<file path="src/rtl/uart_pkg.sv">
// Shared UART definitions: FSM state encoding and oversampling constants,
// used by both the receiver and the transmitter.
package uart_pkg;

    typedef enum logic [1:0] {
        IDLE,
        START,
        DATA,
        STOP
    } uart_state_t;

    localparam int OVERSAMPLE = 16;
    localparam int MID_TICK   = 7;
    localparam int S_W        = 5;

endpackage

</file>
<file path="src/rtl/sync_2ff.sv">
// Two-flop synchronizer for a single asynchronous input; the reset value is
// chosen so that an idle line does not look like activity after reset.
module sync_2ff #(
    parameter logic RST_VAL = 1'b1
) (
    input  logic clk,
    input  logic reset,
    input  logic i_d,
    output logic o_q
);

    logic r_meta;
    logic r_sync;

    always_ff @(posedge clk or posedge reset) begin
        if (reset) begin
            r_meta <= RST_VAL;
            r_sync <= RST_VAL;
        end else begin
            r_meta <= i_d;
            r_sync <= r_meta;
        end
    end

    assign o_q = r_sync;

endmodule

</file>
<file path="src/rtl/uart_rx_oversampled.sv">
// UART receiver driven by a 16x oversample strobe: validates the start bit at
// its centre, shifts data in LSB-first, and flags frames with a low stop bit.
module uart_rx_oversampled
    import uart_pkg::*;
#(
    parameter int DBIT    = 8,
    parameter int SB_TICK = 16
) (
    input  logic            clk,
    input  logic            reset,
    input  logic            rx,
    input  logic            s_tick,
    output logic [DBIT-1:0] rx_dout,
    output logic            rx_done_tick,
    output logic            frame_err
);

    localparam int               N_W         = (DBIT > 1) ? $clog2(DBIT) : 1;
    localparam logic [N_W-1:0]   N_LAST      = N_W'(DBIT - 1);
    localparam logic [S_W-1:0]   S_MID       = S_W'(MID_TICK);
    localparam logic [S_W-1:0]   S_BIT_LAST  = S_W'(OVERSAMPLE - 1);
    localparam logic [S_W-1:0]   S_STOP_LAST = S_W'(SB_TICK - 1);

    logic            w_rx_s;
    uart_state_t     r_state;
    logic [S_W-1:0]  r_s;
    logic [N_W-1:0]  r_n;
    logic [DBIT-1:0] r_shreg;
    logic [DBIT-1:0] r_dout;
    logic            r_done;
    logic            r_ferr;
    logic            r_armed;

    sync_2ff #(
        .RST_VAL(1'b1)
    ) u_rx_sync (
        .clk  (clk),
        .reset(reset),
        .i_d  (rx),
        .o_q  (w_rx_s)
    );

    always_ff @(posedge clk or posedge reset) begin
        if (reset) begin
            r_state <= IDLE;
            r_s     <= '0;
            r_n     <= '0;
            r_shreg <= '0;
            r_dout  <= '0;
            r_done  <= 1'b0;
            r_ferr  <= 1'b0;
            r_armed <= 1'b1;
        end else begin
            r_done <= 1'b0;
            case (r_state)
                // Disarmed after a low stop sample so a held-low break yields one frame only
                IDLE: begin
                    if (w_rx_s) begin
                        r_armed <= 1'b1;
                    end else if (r_armed) begin
                        r_state <= START;
                        r_s     <= '0;
                    end
                end
                START: begin
                    if (s_tick) begin
                        if (r_s == S_MID) begin
                            if (!w_rx_s) begin
                                r_state <= DATA;
                                r_s     <= '0;
                                r_n     <= '0;
                            end else begin
                                r_state <= IDLE;
                            end
                        end else begin
                            r_s <= r_s + S_W'(1);
                        end
                    end
                end
                DATA: begin
                    if (s_tick) begin
                        if (r_s == S_BIT_LAST) begin
                            r_s     <= '0;
                            r_shreg <= {w_rx_s, r_shreg[DBIT-1:1]};
                            if (r_n == N_LAST) begin
                                r_state <= STOP;
                            end else begin
                                r_n <= r_n + N_W'(1);
                            end
                        end else begin
                            r_s <= r_s + S_W'(1);
                        end
                    end
                end
                STOP: begin
                    if (s_tick) begin
                        if (r_s == S_STOP_LAST) begin
                            r_dout  <= r_shreg;
                            r_ferr  <= ~w_rx_s;
                            r_done  <= 1'b1;
                            r_armed <= w_rx_s;
                            r_state <= IDLE;
                        end else begin
                            r_s <= r_s + S_W'(1);
                        end
                    end
                end
                default: r_state <= IDLE;
            endcase
        end
    end

    assign rx_dout      = r_dout;
    assign rx_done_tick = r_done;
    assign frame_err    = r_ferr;

endmodule

</file>
<file path="config.mk">
export PLATFORM = sky130hd
export DESIGN_NAME = uart_rx_oversampled
export DESIGN_NICKNAME = d
export VERILOG_FILES = /design/src/rtl/uart_pkg.sv /design/src/rtl/sync_2ff.sv /design/src/rtl/uart_rx_oversampled.sv
export SDC_FILE = /design/constraint.sdc
export NUM_CORES = 1
export LEC_CHECK = 0
export CAP_MARGIN = 20
export CORE_MARGIN = 4
export CORE_UTILIZATION = 50
export DETAILED_ROUTE_END_ITERATION = 6
export HOLD_SLACK_MARGIN = 0.05
export PLACE_DENSITY = 0.84
export SLEW_MARGIN = 30
export SYNTH_ARGS = -nofsm -noshare
export SYNTH_HDL_FRONTEND = slang
export SYNTH_SLANG_ARGS = --single-unit
export TNS_END_PERCENT = 5
</file>
<file path="constraint.sdc">
create_clock -name clk -period 1.6 [get_ports clk]
set_input_delay 0.16 -clock clk [delete_from_list [all_inputs] [get_ports clk]]
set_output_delay 0.16 -clock clk [all_outputs]
set_load 0.02 [all_outputs]
</file>
==> flow_metrics.py, run 1 <==
metrics = {
    "placement": {
        "gp_congestion": 0.866,
        "hpwl_um": 2110,
        "port_buffers": 13,
        "dp_slack_ps": -122,
    },
    "sta": {
        "finalHoldViolations": 0,
        "fin_crit_sh": 0.993,
        "drv_slew": 0,
        "slew_headroom": 0.718,
        "setup_viol_count_final": 0,
        "max_freq_mhz": 630,
        "rsz0062_at_grt": "true",
        "tightest_slew_ps": 419,
        "worst_slack_ps": 11.8,
        "hold_ws_ps": 191,
        "period_minus_slack_ps": 1590,
        "clock_skew_ps": 8.57,
    },
    "global_routing": {
        "grt.overflow.total": 0,
        "grt_pass1_vias": 1104,
        "track_usage": 0.159,
        "grt_first_pass_wirelength_um": 4970,
        "antenna_found_initial": 0,
        "grt_max_degree": 32,
    },
    "floorplanning": {
        "core_area_mm2": 0.00285,
        "ios": 14,
        "rows": 19,
        "chipWidth_um": 63.6,
        "start_util": 0.542,
        "die_y_um": 63.6,
        "fp.dieArea_mm2": 0.00404,
    },
    "clock_tree": {
        "cts_buffers": 5,
        "cts_tree": "yes",
        "clkLatencyLatePin_ps": 330,
        "clock_path_buffers": 2,
        "ctsHtreeMaxLevel": 2,
        "root_buffer": "clkbuf_4",
        "clock-sinks": 31,
        "hold_buffers": 0,
        "clk_pin_slew_ps": 90,
    },
    "finish": {
        "final_common_cell": "dfrtp_1",
        "num-fill-cells": 208,
        "nNetsFinal": 169,
        "n_antenna_cell": 0,
        "drive_above_1_share": 0.398,
        "syn_to_final_growth_pct": 24.9,
        "final_cell_mix": "dfrtp_1 (28), buf_4 (18), clkdlybuf4s50_1 (13)",
    },
    "routing": {
        "viasPerCell": 5.85,
        "route.met3.wl_um": 129,
        "routed_wl_um": 3020,
        "route.vias.total": 1124,
        "first_pass_iters": 4,
        "drt_iter0_drc": 40,
        "drc": 0,
        "top_layer": "met4",
        "wl_per_cell_um": 15.7,
        "ant_nets": 0,
        "met2_length_um": 1510,
        "met1Wirelength_um": 1330,
    },
    "synth": {
        "yosysSeqAreaShare": 0.504,
        "synthArstFlopShare": 1.00,
        "synthCells": 126,
        "yosys_warnings": 0,
        "ys_types": 36,
        "synth_ff_type": "dfrtp_1",
        "synth_seq_cells": 31,
        "synth-edff-count": 0,
        "syn-num-nets": 135,
        "synth_area_mm2": 0.00155,
        "avgSynthCellArea_um2": 12.3,
    },
    "critical_path": {
        "critPathKind": "reg2reg",
        "critPathCaptureType": "register",
        "worstPathRequired_ps": 1870,
        "arrival_ps": 1860,
        "cp_max_fo": 4,
        "cpMaxStageDelayCell": "dfrtp_1",
        "worst-path-buf-inv": 1,
        "cp_cell_sequence": "ha_2 -> and3b_2 -> buf_4 -> a211o_2 -> a21oi_1 -> a311o_2",
        "max_stage_delay_ps": 390,
        "path_delay_family": "compound AO/OA/AOI/OAI gates",
        "cp-start-kind": "register",
    },
    "pwr": {
        "peakVddDrop_uv": 766,
        "comb_power_share": 0.438,
        "power_density_mw_per_mm2": 1310,
        "p_int_uw": 1590,
        "switchingPower_uw": 938,
        "p_clk_frac": 0.166,
        "p_total_uw": 2530,
        "seqPwrFrac": 0.396,
        "switching_share": 0.370,
        "leakagePower_uw": 0.000945,
    },
    "flow_run": {
        "cap_viol_max_count": 0,
    },
    "run_status": {
        "status": "complete, no violations",
    },
    "worst_hold_path": {
        "hold_class": "in2async",
    },
}
==> state kept, by name, summed over array words and instances, names as in the netlist, named ones only <==
signal	flops
rx_dout	8
r_shreg	8
frame_err	1
r_n	3
u_rx_sync.o_q	1
u_rx_sync.r_meta	1
rx_done_tick	1
r_s	5
r_state	1
r_armed	1
==> synth_stat cells (3+ instances only) <==
cell type / n / area (um2)
nand2_1: 9 / 33.8
a21oi_1: 7 / 35.0
inv_1: 7 / 26.3
dfrtp_1: 28 / 701
nand3_1: 3 / 15.0
mux2_4: 5 / 75.1
mux2_2: 15 / 169
dfstp_2: 3 / 78.8
o21ai_0: 5 / 25.0
nor2_1: 4 / 15.0
buf_2: 4 / 20.0
ha_1: 5 / 62.6
==> worst paths after layout <==
| path | start | endpoint | slack (ps) | depth (start not counted) |
|---|---|---|---|---|
| max | r_s[0]$_DFFE_PP0P_ | r_s[2]$_DFFE_PP0P_ | 10 | 6 |
| min | reset | r_state[0]$_DFFE_PP0P_ | 190 | 3 |
| max reg2reg | r_s[0]$_DFFE_PP0P_ | r_s[2]$_DFFE_PP0P_ | 10 | 6 |
| min reg2reg | u_rx_sync.r_meta$_DFF_PP1_ | u_rx_sync.o_q$_DFF_PP1_ | 370 | 0 |
| max in group asynchronous | reset | u_rx_sync.r_meta$_DFF_PP1_ | 1090 | 3 |
| min in group clk | rx | u_rx_sync.r_meta$_DFF_PP1_ | 240 | 1 |
==> worst register-to-register path, stage by stage, from the launching register on <==
cell and delay (ps):
dfrtp_1 390, ha_2 200, and3b_2 240, buf_4 150, a211o_2 290, a21oi_1 130
a311o_2 120
==> repair_timing <==
action	CTS	global route
endpoints found under the setup margin	9	19
pin swaps	2	2
setup buffers	0	3
resized for setup	0	12
endpoints found under the hold margin	0	0
==> layer usage <==
metal	vias to the layer above	global-route usage
met3	7	0.0551
met4	0	0.0593
met2	26	0.254
met5	-	0
li1	525	-
met1	566	0.197
==> power groups by stage <==
stage	clock, uW	combinational [uW]	sequential [uW]
floorplan	0	721	993
global placement	0	996	1000
CTS	438	1050	996
detailed placement	0	1040	1010
global route	489	1200	1010
finish	421	1110	1000
==> kinds of logic after synthesis <==
logic type	count (synthesis)	share of synthesized area
AO/OA/AOI/OAI	27	0.130
XOR/XNOR	1	0.00567
AND/OR/NAND/NOR	29	0.117
adder cells (fa/ha/maj)	5	0.0405
multiplexers	20	0.158
buffers and inverters	13	0.0445
flip-flops	31	0.504
==> metrics by stage <==
step | setup TNS (ps) | utilization | cell area, um2 | instances
CTS | 0 | 0.649 | 1850 | 189
finish | 0 | 0.676 | 1930 | 192
global placement | -477 | 0.632 | 1800 | 181
global route | -35.5 | 0.676 | 1930 | 192
floorplan | 0 | - | 1550 | 126
detailed placement | -1160 | 0.632 | 1800 | 181
==> final cells by class <==
class | count | area (um2) | area share
Clock inverter | 1 | 5.00 | 0.00259
Sequential cell | 31 | 779 | 0.404
Tap cell | 31 | 38.8 | 0.0201
Timing Repair Buffer | 33 | 297 | 0.154
Inverter | 7 | 26.3 | 0.0136
Multi-Input combinational cell | 82 | 738 | 0.383
Clock buffer | 7 | 45.0 | 0.0233
Power figures use the tool's default switching activity.
==> run 2: changes to the inputs <==
CAP_MARGIN = 0   (was 20)
==> results of run 2 <==
No change in the layout: final DEF, timing and power equal those of run 1.
